[config.mk]
export PLATFORM = sky130hd
export DESIGN_NAME = conv3x3_param_fetch
export DESIGN_NICKNAME = d
export VERILOG_FILES = /design/src/rtl/conv3x3_param_fetch.sv
export SDC_FILE = /design/constraint.sdc
export NUM_CORES = 1
export LEC_CHECK = 0
export CAP_MARGIN = 0
export CORE_ASPECT_RATIO = 0.5
export CORE_UTILIZATION = 31
export CTS_CLUSTER_DIAMETER = 60
export CTS_CLUSTER_SIZE = 25
export DETAILED_ROUTE_END_ITERATION = 10
export GPL_TIMING_DRIVEN = 0
export SYNTH_ARGS = -nofsm -noshare
export SYNTH_HDL_FRONTEND = slang
export SYNTH_SLANG_ARGS = --single-unit
export TNS_END_PERCENT = 20
[constraint.sdc]
create_clock -name clk -period 2.55 [get_ports clk]
set_input_delay 0.6375 -clock clk [delete_from_list [all_inputs] [get_ports clk]]
set_output_delay 0.6375 -clock clk [all_outputs]
set_load 0.005 [all_outputs]
[src/rtl/conv3x3_param_fetch.sv]
// Fetches one 3x3 kernel plus bias from the weight/bias ROMs and hands the
// packed bundle to the MAC engine over a valid/ready handshake.
module conv3x3_param_fetch #(
  parameter int NUM_FILTERS = 32,
  parameter int KERNEL      = 9,
  parameter int DATA_W      = 8,
  parameter int WADDR_W     = 9,
  parameter int BADDR_W     = 5,
  parameter int ROM_LAT     = 1
) (
  input  logic                     clk,
  input  logic                     rst_n,
  input  logic                     start_i,
  input  logic [BADDR_W-1:0]       filter_idx_i,
  output logic                     busy_o,
  output logic                     err_o,
  output logic [WADDR_W-1:0]       weight_addr_o,
  output logic [BADDR_W-1:0]       bias_addr_o,
  input  logic [DATA_W-1:0]        weight_q_i,
  input  logic [DATA_W-1:0]        bias_q_i,
  output logic                     out_valid_o,
  input  logic                     out_ready_i,
  output logic [KERNEL*DATA_W-1:0] out_weights_o,
  output logic [DATA_W-1:0]        out_bias_o
);

  localparam int KW = (KERNEL > 1) ? $clog2(KERNEL) : 1;

  typedef enum logic [1:0] {S_IDLE, S_FETCH, S_DRAIN, S_HOLD} state_e;

  state_e                   state_q;
  logic [KW-1:0]            k_q;
  logic [WADDR_W-1:0]       waddr_q;
  logic [BADDR_W-1:0]       baddr_q;
  logic                     err_q;
  logic                     valid_q;
  logic [KERNEL*DATA_W-1:0] weights_q;
  logic [DATA_W-1:0]        bias_q;
  logic [ROM_LAT-1:0]       tag_vld_q;
  logic [KW-1:0]            tag_k_q [ROM_LAT];

  logic               idx_ok;
  logic [WADDR_W-1:0] base;
  logic               last_issue;
  logic               cap_vld;
  logic [KW-1:0]      cap_k;
  logic               last_cap;

  assign idx_ok     = 32'(filter_idx_i) < NUM_FILTERS;
  assign base       = WADDR_W'(filter_idx_i) * WADDR_W'(KERNEL);
  assign last_issue = (k_q == KW'(KERNEL - 1));
  assign cap_vld    = tag_vld_q[ROM_LAT-1];
  assign cap_k      = tag_k_q[ROM_LAT-1];
  assign last_cap   = cap_vld && (cap_k == KW'(KERNEL - 1));

  // NOTE: sequential state is always written with <= so every flop samples
  // pre-edge values, independent of block ordering.
  always_ff @(posedge clk or negedge rst_n) begin
    if (!rst_n) begin
      state_q <= S_IDLE;
      k_q     <= '0;
      waddr_q <= '0;
      baddr_q <= '0;
      err_q   <= 1'b0;
      valid_q <= 1'b0;
    end else begin
      err_q <= 1'b0;
      case (state_q)
        S_IDLE: begin
          if (start_i) begin
            if (idx_ok) begin
              waddr_q <= base;
              baddr_q <= filter_idx_i;
              k_q     <= '0;
              state_q <= S_FETCH;
            end else begin
              err_q <= 1'b1;
            end
          end
        end
        S_FETCH: begin
          if (last_issue) begin
            k_q     <= '0;
            state_q <= S_DRAIN;
          end else begin
            k_q     <= k_q + 1'b1;
            waddr_q <= waddr_q + 1'b1;
          end
        end
        S_DRAIN: begin
          if (last_cap) begin
            valid_q <= 1'b1;
            state_q <= S_HOLD;
          end
        end
        S_HOLD: begin
          if (out_ready_i) begin
            valid_q <= 1'b0;
            state_q <= S_IDLE;
          end
        end
        default: state_q <= S_IDLE;
      endcase
    end
  end

  // Tag pipeline mirrors the ROM latency; it keeps draining after FETCH ends.
  always_ff @(posedge clk or negedge rst_n) begin
    if (!rst_n) begin
      tag_vld_q <= '0;
      for (int i = 0; i < ROM_LAT; i++) tag_k_q[i] <= '0;
    end else begin
      tag_vld_q[0] <= (state_q == S_FETCH);
      tag_k_q[0]   <= k_q;
      for (int i = 1; i < ROM_LAT; i++) begin
        tag_vld_q[i] <= tag_vld_q[i-1];
        tag_k_q[i]   <= tag_k_q[i-1];
      end
    end
  end

  // NOTE: the bundle registers are reset even though they are data, so a
  // reset mid-fetch never leaves a stale partial kernel on the outputs.
  always_ff @(posedge clk or negedge rst_n) begin
    if (!rst_n) begin
      weights_q <= '0;
      bias_q    <= '0;
    end else if (cap_vld) begin
      weights_q[int'(cap_k)*DATA_W +: DATA_W] <= weight_q_i;
      if (cap_k == '0) bias_q <= bias_q_i;
    end
  end

  assign busy_o        = (state_q != S_IDLE);
  assign err_o         = err_q;
  assign weight_addr_o = waddr_q;
  assign bias_addr_o   = baddr_q;
  assign out_valid_o   = valid_q;
  assign out_weights_o = weights_q;
  assign out_bias_o    = bias_q;

endmodule

==> Word-level counts from Yosys, hierarchy flattened <==
Cells that the tools add are included.
{ "totals": {"ff_bits": 106, "latch_bits": 0, "ram_bits": 0, "mem_bits_ro": 0, "input_bits": 25, "n_memories": 0} }
{ "op_classes": {"addsub": 3, "n_mul": 1, "n_div": 0, "order_cmp": 0, "eq_ne": 10, "shift": 2, "n_mux": 15, "bitwise": 0, "n_reduce_logical": 12} }
{ "ops": {"columns": ["cell", "n"], "rows": [
  ["$bwmux 72", 1],
  ["$shift 8x33->72 const A", 1],
  ["$shiftx 8x33->72", 1],
  ["$neg 7->33", 1],
  ["$mux 9", 2],
  ["$pmux 9 s2", 1],
  ["$ne 2x2->1 const B", 5],
  ["$add 9x1->9 const B", 1],
  ["$mul 5x4->9 const B", 1],
  ["$eq 4x4->1 const B", 2],
  ["$mux 2", 4],
  ["$mux 4", 2],
  ["$pmux 2 s4", 1],
  ["$pmux 4 s2", 1],
  ["$reduce_and 2->1", 3],
  ["$reduce_and 3->1", 2],
  ["$reduce_bool 2->1", 3],
  ["$add 4x1->4 const B", 1],
  ["$eq 2x2->1 const B", 2],
  ["$logic_not 4->1", 1],
  ["$reduce_and 4->1", 1],
  ["$eq 2x1->1 const B", 1],
  ["$logic_not 2->1", 1],
  ["$mux 1", 2],
  ["2 further kinds", 2]
]} }

==> Depth between registers and ports, before layout <==
{ "logic_depth": {"word_depth": 4, "depth_mapped": 8} }

==> Worst setup path before layout <==
No wires, ideal clock.
{ "synth_path": {"path_kind": "flip-flop to flip-flop", "startpoint": "register tag_k_q (netlist bit cap_k[0])", "endpoint": "register weights_q[10] (netlist: out_weights_o[10])", "setup_ns": 0.125, "arrival_ns": 2.162, "slack_ns": 0.263, "path_stages_with_launch": 8, "n_path_buf": 2, "period_less_slack_ns": 2.287, "cell_sequence": "dfrtp_1 > buf_1 > nor3_1 > ha_1 > nand4b_2 > or4b_1 > buf_6 > mux2_4"} }
{ "synth_between": {"elab_chain_cells": 3, "word_cells_on_any_way": 4} }
{ "synth_lines": {"columns": ["element", "line_no", "source"], "rows": [
  ["start: declaration", "40", "logic [KW-1:0] tag_k_q [ROM_LAT];"],
  ["start signal: indexed assignment", "117", "tag_k_q[i] <= tag_k_q[i-1];"],
  ["$neg 7->33 *", "129", "weights_q[int'(cap_k)*DATA_W +: DATA_W] <= weight_q_i;"],
  ["$shiftx 8x33->72 / $shift 8x33->72 (equally long branches)", "129", null],
  ["$bwmux 72 *", "129", null],
  ["end signal: indexed assignment", "129", null],
  ["end: declaration", "37", "logic [KERNEL*DATA_W-1:0] weights_q;"]
]} }
Every way passes the cells marked *; elsewhere a longest branch is shown, timed or not.
A chain may end at the register's enable or synchronous reset.

==> Final worst setup path <==
Ends and elaborated chain as after synthesis.

==> summary.md <==
| Metric | Value |
|---|---|
| Status | `finished clean` |
| Final Net Count | `539` |
| Fin. Hold Viols | `0` |
| Initial antenna violation count | `0` |
| Initial core utilization | `32.3%` |
| Layout area overhead | `38.3%` |
| Post-route worst setup slack | `90.6 ps` |
| Drt pass-1 iters | `4` |
| Grt ovf | `0` |
| Synth top area cells | `dfrtp_1 56%, mux2_2 18%, ha_1 3.7%, mux2_4 2.2%, and2_1 2.0%` |
| Synth unique cells | `52` |
| Vias per cell | `4.68` |
| Setup violators final | `0` |
| Drt wl/cell | `15.3 um` |
| Layout Skew | `9.73 ps` |
| Mapped Avg Cell Area | `13.1 um2` |
| Fmax | `0.407 GHz` |
| Max-capacitance violation count | `0` |
| Root Driver | `clkbuf_16` |
| CTS tree | `built` |
| CTS Buf Count | `9` |
| Non-Filler Cell Area, Final | `6560 um2` |
| Post-synth EDFFs | `0` |
| Fin crit share | `96.4%` |
| Power density over cell area | `1030 nW/um2` |
| Final HPWL DP | `7.87 mm` |
| Total track usage | `14.4%` |
| Ys async rst share | `100%` |
| Place WS | `-208 ps` |
| Io pins | `122` |
| Synth Warn # | `0` |
| Crit path capture type | `register` |
| CTS sink cnt | `106` |
| H-tree depth | `3` |
| Seq/Total Area, Yosys | `55.9%` |
| Period minus WS final | `2460 ps` |
| CP Data Required Time | `2780 ps` |
| Mapped Cells | `363` |
| Utilization after layout | `44.6%` |
| CTS Hold Bufs | `0` |
| Clock Pin Slew Worst Setup and Hold Paths | `70 ps` |
| CP Max Fanout | `10` |
| Die area | `15800 um2` |
| Share of cells above drive strength 1 | `23.6%` |
| Syn Std Cell Area | `4740 um2` |
| Die width | `177 um` |
| N_diodes | `0` |
| Synthesized Nets | `403` |
| Slew @ Worst Pin | `776 ps` |
| Core Area | `14700 um2` |
| Commonest non-fill, non-tap cell in the layout | `clkdlybuf4s50_1` |
| Vias in the first global route | `3232` |
| Clk_lat worst skew | `340 ps` |
| IO Port Bufs | `120` |
| Leak pwr | `2.78 nW` |
| First-pass GRT wire length | `17.3 mm` |
| 1st-iter DRT viols | `146` |
| FP Rows | `31` |
| Min-Delay Path Class | `in -> async` |
| Top_reg_cell synth | `dfrtp_1` |
| Final WL | `10.7 mm` |
| Most frequent cells in the layout | `119 x clkdlybuf4s50_1, 105 x dfrtp_1, 74 x mux2_2` |
| DRC errors left | `0` |
| Crit path arrival time | `2690 ps` |
| CTS max path bufs | `2` |
| Gpl congestion | `0.767` |
| Max_slew headroom | `46.8%` |
| Top cell type's share of synthesized area | `55.9%` |
| Largest net degree at the start of global routing | `55` |
| Post-route ant nets | `0` |
| Via count | `3285` |
| Total power | `6.73 mW` |
| Area post-placement | `6220 um2` |
| VDD IR max | `0.000400 V` |
| Crit start category | `register` |
| Die height | `89.5 um` |
| Max-slew violation count | `0` |
| #FFs+latches synth | `106` |
| Synth area leader | `dfrtp_1` |
| CP Class | `reg -> reg` |
cell usage after synthesis, drive strengths merged (2+ instances only):
| library cell | number |
|---|---|
| dfrtp | 106 |
| mux2 | 81 |
| nand2 | 25 |
| o21ai | 16 |
| and2 | 15 |
| ha | 14 |
| inv | 13 |
| a21oi | 11 |
| nand3 | 8 |
| buf | 7 |
| nor2 | 7 |
| and3b | 4 |
| mux2i | 4 |
| nand4 | 4 |
| nor3 | 4 |
| clkbuf | 3 |
| nand2b | 3 |
| nor2b | 3 |
| nor4 | 3 |
| a21o | 2 |
| nand3b | 2 |
| nor4b | 2 |
| o211ai | 2 |
| or2 | 2 |
| or4b | 2 |
| xnor2 | 2 |
repair_timing:
item                                    CTS  global route
pin swaps                                 2             2
resized for setup                         3             2
endpoints found under the setup margin   55            37
gates cloned                              0             0
buffers inserted                          1             3
hold endpoints to repair                  0             0
final cells by class:
class	count	area, um2
Fill cell	1363	8140
Sequential cell	106	2650
Multi-Input combinational cell	234	2000
Timing Repair Buffer	125	1270
Tap cell	198	248
Clock buffer	10	229
Clock inverter	6	60.1
Buffer	10	57.6
Inverter	13	48.8
kinds of logic (layout without fill, tap and decap cells):
group	Yosys count	count (layout)	synth area share (%)
compound gates	41	41	5.33
xor+xnor	2	2	0.369
simple gates	90	90	11.4
other cells	1	1	0.0790
buf+inv	23	164	2.14
fa+ha+maj	15	15	4.11
mux	85	85	20.6
flops	106	106	55.9
through the flow:
step	hold WS (ps)	std cells	setup TNS [ps]
after global placement	452	681	-369580
after detailed placement	458	682	-5260
after global routing	416	702	-57.6
after CTS	380	699	0
final	358	702	0
after floorplan	342	363	0
worst max-delay path, stage by stage (launching register included):
cell      delay, ps
dfrtp_2         450
clkbuf_4        200
nor3_1          220
ha_1            260
nand4b_2        210
or4b_1          540
buf_6           180
mux2_4          300
state kept, by name, summed over array words and instances (netlist names):
register       flops
bias_addr_o        5
cap_k              4
cap_vld            1
k_q                4
out_bias_o         8
out_valid_o        1
out_weights_o     72
state_q            2
weight_addr_o      9
layer usage:
metal / vias to the layer above / part of all wire, % / track usage [%]
met5: - / 0 / 0
met4: 0 / 1.1 / 4.23
met3: 8 / 4.0 / 3.44
met2: 73 / 46 / 23.3
met1: 1641 / 49 / 19.3
li1: 1563 / - / -
report_power, final:
part	total (mW)	internal [mW]	switching [mW]	leakage [nW]
combinational	2.76	1.65	1.11	1.38
sequential	2.63	2.24	0.395	1.26
clock	1.34	0.684	0.654	0.140
total	6.73	4.57	2.16	2.78
worst paths after layout:
| check | slack (ps) | startpoint | cells after the start | endpoint |
|---|---|---|---|---|
| worst max-delay path | 90 | cap_k[0] | 7 | out_weights_o[10] |
| worst min-delay path | 360 | rst_n | 1 | out_bias_o[0] |
| worst max register to register | 90 | cap_k[0] | 7 | out_weights_o[10] |
| worst min register to register | 480 | out_weights_o[0] | 2 | out_weights_o[0] |
| max in group asynchronous | 1500 | rst_n | 2 | out_weights_o[65] |
| min in group clk | 480 | out_weights_o[0] | 2 | out_weights_o[0] |
Note: power is estimated with default switching activity, not from simulation.
